$ cat src/rtl/ddin.sv
// MII receive nibble-to-byte assembler: strips preamble/SFD, pairs nibbles
// low-first into bytes and marks frame start, end, length and error.
module ddin #(
    parameter int MAXLEN  = 1518,
    parameter int PRE_MIN = 2
) (
    input  logic        rxclk_i,
    input  logic        rst_n,
    input  logic        rxdv_i,
    input  logic        rxer_i,
    input  logic [3:0]  dat_i,
    output logic [7:0]  dat_o,
    output logic        rxen_o,
    output logic        sof_o,
    output logic        eof_o,
    output logic        rxerr_o,
    output logic [10:0] len_o
);

    // state  | meaning
    // S_IDLE | waiting for carrier
    // S_PRE  | counting 0x5 preamble nibbles, looking for SFD 0xD
    // S_DATA | assembling bytes until rxdv_i falls
    // S_DROP | bad preamble or aborted frame, ignored until rxdv_i falls
    typedef enum logic [1:0] {S_IDLE, S_PRE, S_DATA, S_DROP} state_t;

    localparam logic [10:0] MAXLEN_C  = 11'(MAXLEN);
    localparam logic [4:0]  PRE_MIN_C = 5'(PRE_MIN);

    state_t      r_state,    w_state_nxt;
    logic [3:0]  r_pre_cnt,  w_pre_cnt_nxt;
    logic [10:0] r_byte_cnt, w_byte_cnt_nxt;
    logic        r_phase,    w_phase_nxt;
    logic        r_err,      w_err_nxt;
    logic [3:0]  r_lo,       w_lo_nxt;
    logic [7:0]  r_dat,      w_dat_nxt;
    logic        r_rxen,     w_rxen_nxt;
    logic        r_sof,      w_sof_nxt;
    logic        r_eof,      w_eof_nxt;
    logic        r_rxerr,    w_rxerr_nxt;
    logic [10:0] r_len,      w_len_nxt;

    always_ff @(posedge rxclk_i or negedge rst_n) begin
        if (!rst_n) begin
            r_state    <= S_IDLE;
            r_pre_cnt  <= '0;
            r_byte_cnt <= '0;
            r_phase    <= 1'b0;
            r_err      <= 1'b0;
            r_lo       <= '0;
            r_dat      <= '0;
            r_rxen     <= 1'b0;
            r_sof      <= 1'b0;
            r_eof      <= 1'b0;
            r_rxerr    <= 1'b0;
            r_len      <= '0;
        end else begin
            r_state    <= w_state_nxt;
            r_pre_cnt  <= w_pre_cnt_nxt;
            r_byte_cnt <= w_byte_cnt_nxt;
            r_phase    <= w_phase_nxt;
            r_err      <= w_err_nxt;
            r_lo       <= w_lo_nxt;
            r_dat      <= w_dat_nxt;
            r_rxen     <= w_rxen_nxt;
            r_sof      <= w_sof_nxt;
            r_eof      <= w_eof_nxt;
            r_rxerr    <= w_rxerr_nxt;
            r_len      <= w_len_nxt;
        end
    end

    always_comb begin
        w_state_nxt    = r_state;
        w_pre_cnt_nxt  = r_pre_cnt;
        w_byte_cnt_nxt = r_byte_cnt;
        w_phase_nxt    = r_phase;
        w_err_nxt      = r_err;
        w_lo_nxt       = r_lo;
        w_dat_nxt      = r_dat;
        w_rxen_nxt     = 1'b0;
        w_sof_nxt      = 1'b0;
        w_eof_nxt      = 1'b0;
        w_rxerr_nxt    = 1'b0;
        w_len_nxt      = r_len;

        case (r_state)
            S_IDLE: begin
                if (rxdv_i) begin
                    if (dat_i == 4'h5) begin
                        w_state_nxt   = S_PRE;
                        w_pre_cnt_nxt = 4'd1;
                    end else begin
                        w_state_nxt = S_DROP;
                    end
                end
            end
            S_PRE: begin
                if (!rxdv_i) begin
                    w_state_nxt = S_IDLE;
                end else if (dat_i == 4'h5) begin
                    if (r_pre_cnt != 4'hF)
                        w_pre_cnt_nxt = r_pre_cnt + 4'd1;
                end else if (dat_i == 4'hD && {1'b0, r_pre_cnt} >= PRE_MIN_C) begin
                    w_state_nxt    = S_DATA;
                    w_phase_nxt    = 1'b0;
                    w_byte_cnt_nxt = '0;
                    w_err_nxt      = 1'b0;
                end else begin
                    w_state_nxt = S_DROP;
                end
            end
            S_DATA: begin
                if (rxdv_i) begin
                    if (rxer_i)
                        w_err_nxt = 1'b1;
                    if (!r_phase) begin
                        w_lo_nxt    = dat_i;
                        w_phase_nxt = 1'b1;
                    end else begin
                        w_phase_nxt = 1'b0;
                        if (r_byte_cnt < MAXLEN_C) begin
                            w_dat_nxt      = {dat_i, r_lo};
                            w_rxen_nxt     = 1'b1;
                            w_sof_nxt      = (r_byte_cnt == '0);
                            w_byte_cnt_nxt = r_byte_cnt + 11'd1;
                        end else begin
                            // oversize: keep the count pinned and flag the frame
                            w_err_nxt = 1'b1;
                        end
                    end
                end else begin
                    w_eof_nxt   = 1'b1;
                    w_len_nxt   = r_byte_cnt;
                    w_rxerr_nxt = r_err | r_phase | (r_byte_cnt == '0);
                    w_phase_nxt = 1'b0;
                    w_state_nxt = S_IDLE;
                end
            end
            S_DROP: begin
                if (!rxdv_i)
                    w_state_nxt = S_IDLE;
            end
            default: w_state_nxt = S_IDLE;
        endcase
    end

    assign dat_o   = r_dat;
    assign rxen_o  = r_rxen;
    assign sof_o   = r_sof;
    assign eof_o   = r_eof;
    assign rxerr_o = r_rxerr;
    assign len_o   = r_len;

endmodule

$ cat config.mk
export PLATFORM = sky130hd
export DESIGN_NAME = ddin
export DESIGN_NICKNAME = d
export VERILOG_FILES = /design/src/rtl/ddin.sv
export SDC_FILE = /design/constraint.sdc
export NUM_CORES = 1
export LEC_CHECK = 0
export BUFFER_PORTS_ARGS = -buffer_cell sky130_fd_sc_hd__buf_4
export CORE_AREA = 2 2 74 76
export CTS_BUF_LIST = sky130_fd_sc_hd__clkbuf_8
export CTS_CLUSTER_SIZE = 14
export DETAILED_ROUTE_END_ITERATION = 7
export DIE_AREA = 0 0 76 78
export GPL_ROUTABILITY_DRIVEN = 0
export GPL_TIMING_DRIVEN = 0
export PLACE_DENSITY_LB_ADDON = 0.05
export SYNTH_ARGS = -nofsm -noshare
export SYNTH_HDL_FRONTEND = slang
export SYNTH_SLANG_ARGS = --single-unit
$ cat constraint.sdc
create_clock -name rxclk_i -period 2 [get_ports rxclk_i]
set_input_delay 0.1 -clock rxclk_i [delete_from_list [all_inputs] [get_ports rxclk_i]]
set_output_delay 0.1 -clock rxclk_i [all_outputs]
set_load 0.03 [all_outputs]
# Yosys cells after proc, flatten, opt, wreduce, memory -nomap -nowiden
# Index checks and enable logic that the tools add are counted.
# classes
n_addsub	2
n_lt_le_gt_ge	2
n_eq_ne	18
muxes	43
bitwise_logic	4
reduce_logical	14
# ops
op	count
11-bit two-way mux	6
1-bit two-way mux	22
2-bit != test, second input constant	11
11-bit one-hot mux with 2 select lines	1
4-bit two-way mux	5
11-bit by 1-bit adder with 11-bit output, second input constant	1
11-bit logical NOT	1
11-bit less-than comparator, second input constant	1
2-bit two-way mux	5
4-bit one-hot mux with 2 select lines	1
4-bit AND reduction	2
7-bit AND reduction	1
2-bit one-hot mux with 3 select lines	1
3-bit AND reduction	2
6-bit AND reduction	1
5-bit AND reduction	1
4-bit by 1-bit adder with 4-bit output, second input constant	1
2-bit equality test, second input constant	2
4-bit by 3-bit equality test with 1-bit output, second input constant	1
4-bit equality test, second input constant	1
4-bit by 2-bit >= comparator with 1-bit output, second input constant	1
4-bit != test, second input constant	1
1-bit one-hot mux with 2 select lines	2
2-bit nonzero test	2
other kinds (8)	10
# totals
register_bits	46
wordCells	95

# Depth between registers and ports, before layout
# logic_depth
depth_word	6
ltp_mapped	7
depth_no_buf	6

# Worst setup path after synthesis
# Ideal clock, no wire load.
# synth_timing
kind	register to register
start	register r_state[0]
end	register r_len[10], in the netlist len_o[10]
arrival_time_ns	1.464
slack_ns	0.411
stages_incl_launch_ff	6
path_buffers	2
synth_period_minus_slack_ns	1.589
cell_sequence	dfrtp_1 -> buf_2 -> nand2b_1 -> nor2_1 -> buf_4 -> mux2_2
# synth_via
elab_chain_len	2
# synth_rtl
item	line_no	text
start, declared	30	state_t r_state, w_state_nxt;
start signal, assigned	58	r_state <= w_state_nxt;
2-bit equality test	87	case (r_state)
2-bit AND reduction (no line)	n/a	
end signal, assigned	69	r_len <= w_len_nxt;
end, declared	41	logic [10:0] r_len, w_len_nxt;
# Every way passes these cells.
# A chain may end at the register's enable or synchronous reset.

# Worst setup path after layout
# Ends and elaborated chain as after synthesis.

==> flow_summary.yaml <==
status:
  status: "finished, final reports clean"
floorplan:
  fp.dieH_microns: 78
  die_area_sq_um: 5928
  die_w_microns: 76
  start_util_pct: 44.44
  ios: 31
  num_rows: 26
  core-area_sq_um: 5042
power_and_ir_drop:
  fin_total_pwr_w: 0.002908
  ir_drop_v: 0.0007710
  leakage_nw: 1.167
  power.density_nw_per_um2: 1099
global_routing:
  grt_first_pass_wirelength_microns: 8059
  grt_overflow: 0
  antenna_found_initial: 0
  grt_max_degree: 47
  grt_usage_pct: 16.94
  grt_pass1_vias: 1634
placement:
  place_area_sq_um: 2546
  dp_slack_ns: 0.1577
  dp_hpwl_microns: 3179
  port_buffers: 29
worst_hold_path:
  hold_start: "dat_i[1]"
  holdCritPathClass: "in2reg"
layout:
  area_growth_pct: 18.09
  multi_input_area_sq_um: 997.2
  nets: 237
  fin_util_pct: 52.48
  final_cell_mix: "46 x dfrtp_1, 32 x buf_4, 15 x mux2_2"
  layout_commonest_cell: "dfrtp_1"
  fill_cells: 446
  final-seq-area_sq_um: 1151
  layout-drive-gt1-share_pct: 34.96
  design_area_sq_um: 2646
  num_antenna_cells: 0
clock_network:
  post_cts_resized: 0
  clk_latency_ns: 0.30
  clk_pin_slew_ns: 0.09
  cts_max_level: 2
  cts_made_buffers: 5
  cts-root-buf: "clkbuf_8"
  cts_tree: "done"
  clock_sinks: 46
  clock_path_buffers: 2
setup_path:
  cp_slowest_cell: "dfrtp_1"
  cp.arrival_ns: 2.03
  critical_path.max_stage_delay_ns: 0.38
  cp-end-kind: "flip-flop"
  r2r-start: "r_state[0]"
  startpoint_type: "flip-flop"
  crit_chain: "buf_2 -> nand2b_1 -> nor2_1 -> buf_4 -> mux2_2"
  required_ns: 2.18
  worstSetupPathType: "reg2reg"
  cp-startpoint: "r_state[0]"
  cp_max_fo: 10
timing:
  fin_worst_skew_ns: 0.007701
  fin_crit_sh_pct: 92.31
  final-max-slew-violation-count: 0
  setup_violations: 0
  relSlewSlack_pct: 61.72
  grt_setup_unrepaired: "false"
  setup_ws_ns: 0.1539
  fmax_ghz: 0.5417
  fin_setup_tns_ns: 0
  fin_crit_ns: 1.846
  worst_slew_pin_slew_ns: 0.5743
  hold_violations: 0
synthesis:
  ys_types: 46
  ys_warn_count: 0
  synth_enable_flop_cells: 0
  synth_top_area_share_pct: 51.37
  ys.flop_type: "dfrtp_1"
  syn_area_sq_um: 2241
  syn_inst: 188
  synth-seq-cells: 46
  synth_top_cell_by_area: "dfrtp_1"
  async_reset_ff_share_pct: 100.0
  ys_seq_area_share_pct: 51.37
  synth_fp_nets: 200
  avgSynthCellArea_sq_um: 11.92
  synth_area_leaders: "dfrtp_1 51%, mux2_2 7.5%, mux2_4 5.4%"
routing:
  postRouteWirelength_microns: 4490
  vias: 1618
  drc: 0
  ant_nets: 0
  post_drt_wl_per_cell_microns: 15.17
  drtPass1Iterations: 4
  via_per_inst: 5.466
  first_iter_violations: 128
job:
  timing.max_cap.violations: 0
==> power by group <==
part	internal, W	switching (W)
Sequential	0.00116	0.000149
Combinational	0.000462	0.000582
Clock	0.000246	0.000313
==> final cells by class <==
| type | count | share of cell area (%) |
|---|---|---|
| multi-input cells | 124 | 37.68 |
| flip-flops and latches | 46 | 43.50 |
| well taps | 70 | 3.310 |
| clock inverters | 3 | 0.8038 |
| clock buffers | 5 | 2.600 |
| plain buffers | 11 | 2.317 |
| inverters | 7 | 1.182 |
| repair buffers | 30 | 8.605 |
==> stage by stage <==
step,cells,hold WS (ns)
2_1_floorplan,188,-0.1956
3_3_place_gp,287,0.1340
3_5_place_dp,287,0.1470
4_1_cts,296,0.03169
5_1_grt,296,0.03075
6_report,296,0.04259
==> logic make-up (layout without fill, tap and decap cells) <==
logic type               Yosys count  count (layout)  share of synthesized area [%]
multiplexers                      23              23                          12.90
AO/OA/AOI/OAI                     42              42                          14.57
adder cells (fa/ha/maj)            4               4                          2.233
AND/OR/NAND/NOR                   55              55                          14.80
buffers and inverters             18              56                          4.131
flip-flops                        46              46                          51.37
==> registers in the layout (all words and copies together), names as in the netlist <==
name,cells
rxen_o,1
len_o,11
r_phase,1
r_pre_cnt,4
r_lo,4
r_err,1
sof_o,1
dat_o,8
eof_o,1
rxerr_o,1
r_byte_cnt,11
r_state,2
==> metal layers <==
metal	part of all wire (%)	vias to the layer above	track usage (%)
li1	-	772	-
met1	44	805	21.25
met2	51	37	29.11
met3	4.0	4	4.186
met4	0.67	0	5.091
met5	0	-	0
==> worst max-delay path: cells and delay by family, from the launching register on <==
kind	cells	cell delay, ns
buffers and inverters	2	0.42
flip-flops	1	0.38
multiplexers	1	0.35
AND/OR/NAND/NOR	2	0.57
==> synthesized netlist by cell type (3+ instances only) <==
cell and number:
ha_1 4, nor4_1 4, a31oi_1 7, nand2b_1 4, nor2_1 9, and4_1 3, nand4_1 4, nand2_1 8
dfrtp_1 46, mux2_4 8, buf_2 7, buf_4 3, o21ai_0 6, inv_1 6, a21boi_0 3, a21oi_1 4
nand3_1 10, mux2_2 15, nor3_1 3
==> what timing repair did <==
item | CTS | global route
setup buffers | 0 | 0
hold buffers | 1 | 0
endpoints found under the hold margin | 46 | 0
==> final timing paths <==
path	endpoint	slack, ns	cells after the start
max	len_o[10]	0.15	5
min	dat_o[5]	0.04	2
max reg2reg	len_o[10]	0.15	5
min reg2reg	r_err	0.49	1
max in group asynchronous	rxerr_o	1.27	2
min in group asynchronous	len_o[3]	0.35	2
Power figures use the tool's default switching activity.
